[config.mk]
export PLATFORM = sky130hd
export DESIGN_NAME = usr_serial_ctrl
export DESIGN_NICKNAME = d
export VERILOG_FILES = /design/src/rtl/usr_serial_ctrl.sv
export SDC_FILE = /design/constraint.sdc
export NUM_CORES = 1
export LEC_CHECK = 0
export ABC_AREA = 1
export BUFFER_PORTS_ARGS = -buffer_cell sky130_fd_sc_hd__clkbuf_2
export CORE_MARGIN = 2
export CORE_UTILIZATION = 48
export CTS_BUF_LIST = sky130_fd_sc_hd__clkbuf_16
export DETAILED_ROUTE_END_ITERATION = 10
export PLACE_DENSITY = 0.82
export REMOVE_ABC_BUFFERS = 1
export SYNTH_ARGS = -nofsm -noshare
export SYNTH_HDL_FRONTEND = slang
export SYNTH_SLANG_ARGS = --single-unit
[constraint.sdc]
create_clock -name clk -period 1.4 [get_ports clk]
set_input_delay 0.07 -clock clk [delete_from_list [all_inputs] [get_ports clk]]
set_output_delay 0.07 -clock clk [all_outputs]
set_load 0.005 [all_outputs]
[src/rtl/usr_serial_ctrl.sv]
// ---------------------------------------------------------------------------
// usr_serial_ctrl
//   Sequences an external 4-bit universal shift register through one serial
//   transfer. A request word is loaded in parallel and then shifted out one
//   bit per shift step. On each step the external sdi bit is shifted in, so
//   after four steps the register holds the received word, which is offered
//   on a valid/ready response port. An optional hold gap of BIT_GAP cycles
//   separates consecutive shift steps.
//
// Ports
//   clk, rst          clock, asynchronous active-high reset
//   req_valid/ready   request handshake; req_data, req_dir captured on accept
//   abort             returns any non-idle state to IDLE on the next edge
//   sdi, sdo          serial in from outside / serial bit leaving the register
//   sdo_valid         high on every shift cycle
//   usr_mode          00 hold, 01 right, 10 left, 11 load
//   usr_data_in       parallel load value (non-zero only in LOAD)
//   usr_serial_in     serial input to the register (sdi during SHIFT)
//   usr_data_out      register contents q
//   rsp_valid/ready   response handshake; rsp_data is the received word
//   busy              high in every state except IDLE
// ---------------------------------------------------------------------------
module usr_serial_ctrl #(
    parameter int unsigned BIT_GAP = 0
) (
    input  logic       clk,
    input  logic       rst,
    input  logic       req_valid,
    output logic       req_ready,
    input  logic [3:0] req_data,
    input  logic       req_dir,
    input  logic       abort,
    input  logic       sdi,
    output logic       sdo,
    output logic       sdo_valid,
    output logic [1:0] usr_mode,
    output logic [3:0] usr_data_in,
    output logic       usr_serial_in,
    input  logic [3:0] usr_data_out,
    output logic       rsp_valid,
    input  logic       rsp_ready,
    output logic [3:0] rsp_data,
    output logic       busy
);

    typedef enum logic [2:0] {
        S_IDLE,
        S_LOAD,
        S_SHIFT,
        S_GAP,
        S_DONE
    } state_t;

    localparam logic [1:0] MODE_HOLD  = 2'b00;
    localparam logic [1:0] MODE_RIGHT = 2'b01;
    localparam logic [1:0] MODE_LEFT  = 2'b10;
    localparam logic [1:0] MODE_LOAD  = 2'b11;

    // The gap counter is loaded with the index of the last gap cycle and
    // runs down to zero, so a gap lasts exactly BIT_GAP cycles.
    localparam logic [3:0] GAP_LAST = (BIT_GAP > 0) ? 4'(BIT_GAP - 1) : 4'd0;

    state_t     state_q;
    logic [3:0] data_q;
    logic       dir_q;
    logic [1:0] bit_cnt_q;
    logic [3:0] gap_cnt_q;

    always_ff @(posedge clk or posedge rst) begin
        if (rst) begin
            state_q   <= S_IDLE;
            data_q    <= 4'd0;
            dir_q     <= 1'b0;
            bit_cnt_q <= 2'd0;
            gap_cnt_q <= 4'd0;
        end else if (abort && (state_q != S_IDLE)) begin
            // abort wins over rsp_ready and over any state advancement
            state_q <= S_IDLE;
        end else begin
            case (state_q)
                S_IDLE: begin
                    if (req_valid) begin
                        data_q  <= req_data;
                        dir_q   <= req_dir;
                        state_q <= S_LOAD;
                    end
                end
                S_LOAD: begin
                    bit_cnt_q <= 2'd0;
                    state_q   <= S_SHIFT;
                end
                S_SHIFT: begin
                    bit_cnt_q <= bit_cnt_q + 2'd1;
                    if (bit_cnt_q == 2'd3) begin
                        state_q <= S_DONE;
                    end else if (BIT_GAP > 0) begin
                        gap_cnt_q <= GAP_LAST;
                        state_q   <= S_GAP;
                    end
                end
                S_GAP: begin
                    if (gap_cnt_q == 4'd0) begin
                        state_q <= S_SHIFT;
                    end else begin
                        gap_cnt_q <= gap_cnt_q - 4'd1;
                    end
                end
                S_DONE: begin
                    if (rsp_ready) begin
                        state_q <= S_IDLE;
                    end
                end
                default: state_q <= S_IDLE;
            endcase
        end
    end

    // Outputs are decoded from the registered state; sdo and rsp_data follow
    // the register contents directly so they are valid in the same cycle.
    always_comb begin
        req_ready     = 1'b0;
        busy          = 1'b1;
        usr_mode      = MODE_HOLD;
        usr_data_in   = 4'd0;
        usr_serial_in = 1'b0;
        sdo           = 1'b0;
        sdo_valid     = 1'b0;
        rsp_valid     = 1'b0;
        rsp_data      = 4'd0;
        case (state_q)
            S_IDLE: begin
                req_ready = 1'b1;
                busy      = 1'b0;
            end
            S_LOAD: begin
                usr_mode    = MODE_LOAD;
                usr_data_in = data_q;
            end
            S_SHIFT: begin
                usr_mode      = dir_q ? MODE_LEFT : MODE_RIGHT;
                usr_serial_in = sdi;
                sdo           = dir_q ? usr_data_out[3] : usr_data_out[0];
                sdo_valid     = 1'b1;
            end
            S_DONE: begin
                rsp_valid = 1'b1;
                rsp_data  = usr_data_out;
            end
            default: ;
        endcase
    end

endmodule

==> results.yml <==
logic_synthesis:
  synth_top_family_by_area: "simple AND/OR/NAND/NOR gates"
  yosysTopAreaCell: "dfrtp_1"
  syn-cell-area_um2: 855
  synthMuxAreaShare: 0
  yosysWarnings: 0
  ys_types: 25
  synth.top_cell.area_share: 0.410
  syn-instance-count: 110
  yosys_register_bits: 14
  yosysSeqAreaShare: 0.410
  synth_xor_area_frac: 0.0307
  synth_compound_area_frac: 0.101
  yosys.area_share.simple: 0.316
  synthTopCellsByArea: "dfrtp_1 (41%), nand2_1 (10%), inv_1 (7.9%)"
  synth_fa_ha_area_frac: 0.0293
  syn_area_per_cell_um2: 7.77
sta:
  finalSetupViolations: 0
  rsz0062_at_grt: "true"
  final_hold_viol_count: 0
  skew_ns: 0.00190
  maxSlewViolCount: 0
  slew_headroom: 0.648
  tns_ns: 0
  fmax_mhz: 725
  period_needed_ns: 1.38
  tightest_slew_ns: 0.527
  period_share: 0.986
  fin_ws_ns: 0.0201
critical_path:
  endpoint_kind: "output pin"
  crit_type: "reg -> out"
  reg2reg_slack_ns: 0.05
  cp_max_fo: 5
  path_buf_inv: 2
  cp.required_ns: 1.33
  cp_top_family: "flip-flops"
  crit_top_cell: "nand2_2"
  r2r-start: "state_q[2]"
  rr_endpoint: "data_q[2]"
  cp_cell_sequence: "nor2_4 > nand2_2 > inv_2 > nand2_2 > o22ai_2 > clkbuf_2"
  slowest_stage: "dfrtp_2"
  cp.arrival_ns: 1.31
  critPathLaunch: "state_q[2]"
  start_kind: "flop"
  cpPeakStageDelay_ns: 0.44
  ff2ff_path_depth: 7
cells_and_area:
  register_area_um2: 354
  area.growth.synth_to_final_pct: 38.2
  n_antenna_cell: 0
  num-fill-cells: 133
  multi_input_area_um2: 427
  layout.nets: 168
  drive_gt1_frac: 0.460
  fin_area_um2: 1180
clock_network:
  path_clk_slew_ns: 0.05
  cts_tree: "built"
  clk_path_buf_depth: 2
  clock_latency_ns: 0.24
  cts_buffers: 3
  clock-root-buffer: "clkbuf_16"
  htree_num_levels: 1
  cts.sinks: 14
flow_run:
  cap_violations: 0
placement:
  portBuffers: 30
  dp_slack_ns: 0.126
  dpl.hpwl_um: 1360
  gp_congestion: 0.820
  placed_cell_area_um2: 1020
grt:
  grt_pass1_wl_um: 3010
  grtUsageTotal: 0.203
  grt_max_degree: 15
  antenna_found_initial: 0
  overflow: 0
  grt_pass1_vias: 762
power_and_ir_drop:
  worst_ir_drop_vdd_mv: 1.35
  power-per-cell-area_nw_per_um2: 2160
  total_power_uw: 2550
  leakage_uw: 0.000693
min_path:
  whs_path_depth: 3
  worstHoldStart: "req_data[0]"
  min_to: "data_q[0]"
  hp-class: "in -> reg"
floorplanning:
  io_pins: 31
  die-width_um: 46.2
  die_h_um: 46.2
  coreArea_um2: 1710
  dieArea_um2: 2130
  initial_core_util: 0.500
  num_rows: 15
routing:
  viasPerCell: 4.57
  drtIter0Drc: 7
  ant_nets: 0
  num_vias: 799
  wirelength_um: 1890
  drc: 0
  drt_first_pass_iters: 4
  wl_per_cell_um: 10.8
status:
  status: "finished, final reports clean"
[flip-flops by register name (all words and copies together), names as in the netlist]
name,count
gap_cnt_q,4
data_q,4
dir_q,1
bit_cnt_q,2
state_q,3
[timing repair]
item,in CTS,in global routing
endpoints found under the setup margin,1,13
setup buffers,6,0
hold buffers,1,0
gates resized for setup,0,10
pin swaps,1,1
endpoints found under the hold margin,14,0
[power breakdown]
group	total, µW	switching, µW	internal (µW)
combinational	1280	724	554
sequential	727	136	591
clock	546	168	378
[worst max path at each step]
stage / to / slack [ns] / depth (start not counted)
2_1_floorplan: data_q[2] / 0.20 / 6
3_3_place_gp: data_q[2] / 0.17 / 6
3_5_place_dp: data_q[2] / 0.13 / 6
4_1_cts: rsp_data[3] / -0.001 / 5
5_1_grt: sdo / -0.04 / 6
6_report: sdo / 0.02 / 6
[cells by family (layout without fill, tap and decap cells)]
logic type                 Yosys count  in the layout
AOI/OAI and AO/OA                   12             12
adders and majority gates            2              2
and+or+nand+nor                     56             56
buffers and inverters               23             63
DFF                                 14             14
xor gates and xnor gates             3              3
[cells in the final DEF (no fill, tap or decap), types with 2 or more instances in the layout]
cell type / instances
clkbuf_16: 3
nand2_2: 4
nor2_2: 7
o21ai_0: 2
xor2_1: 2
clkbuf_2: 30
nand2_4: 3
nand2_1: 21
dfrtp_2: 3
buf_4: 6
inv_2: 4
nand3_1: 2
a21oi_2: 6
nor2_1: 13
nand4_1: 2
ha_1: 2
inv_1: 17
dfrtp_1: 11
[per-stage QoR]
step / util / hold WS (ns) / std cells
after detailed placement: 0.600 / 0.117 / 164
after CTS: 0.678 / 0.0705 / 175
after floorplan: - / -0.0408 / 109
final: 0.692 / 0.0691 / 175
after global routing: 0.692 / 0.0709 / 175
after global placement: 0.600 / 0.108 / 164
[cell type report]
type	instances	area share
multi-input cells	73	0.361
flip-flops and latches	14	0.300
well taps	25	0.0265
clock inverters	1	0.00318
inverters	22	0.0720
repair buffers	37	0.174
clock buffers	3	0.0636
[layer usage]
| layer | track usage | up-vias | routed length [µm] |
|---|---|---|---|
| met3 | 0.0588 | 8 | 116 |
| met1 | 0.224 | 348 | 809 |
| li1 | - | 415 | - |
| met5 | 0 | - | 0 |
| met4 | 0.120 | 0 | 48 |
| met2 | 0.342 | 28 | 918 |
[Yosys cell counts (all sizes together)]
master and number:
nand2 28, inv 22, nor2 21, dfrtp 14, a21oi 7, o21ai 3, ha 2, nand3 2
nand4 2, xor2 2, buf 1, nand3b 1, nor3 1, o22ai 1, o31ai 1, or2 1
xnor2 1
[worst min-delay path, delay by kind of cell]
kind            cells  cell delay, ns
buf+inv             1            0.09
compound gates      1            0.08
simple gates        1            0.04
Power figures use the tool's default switching activity.
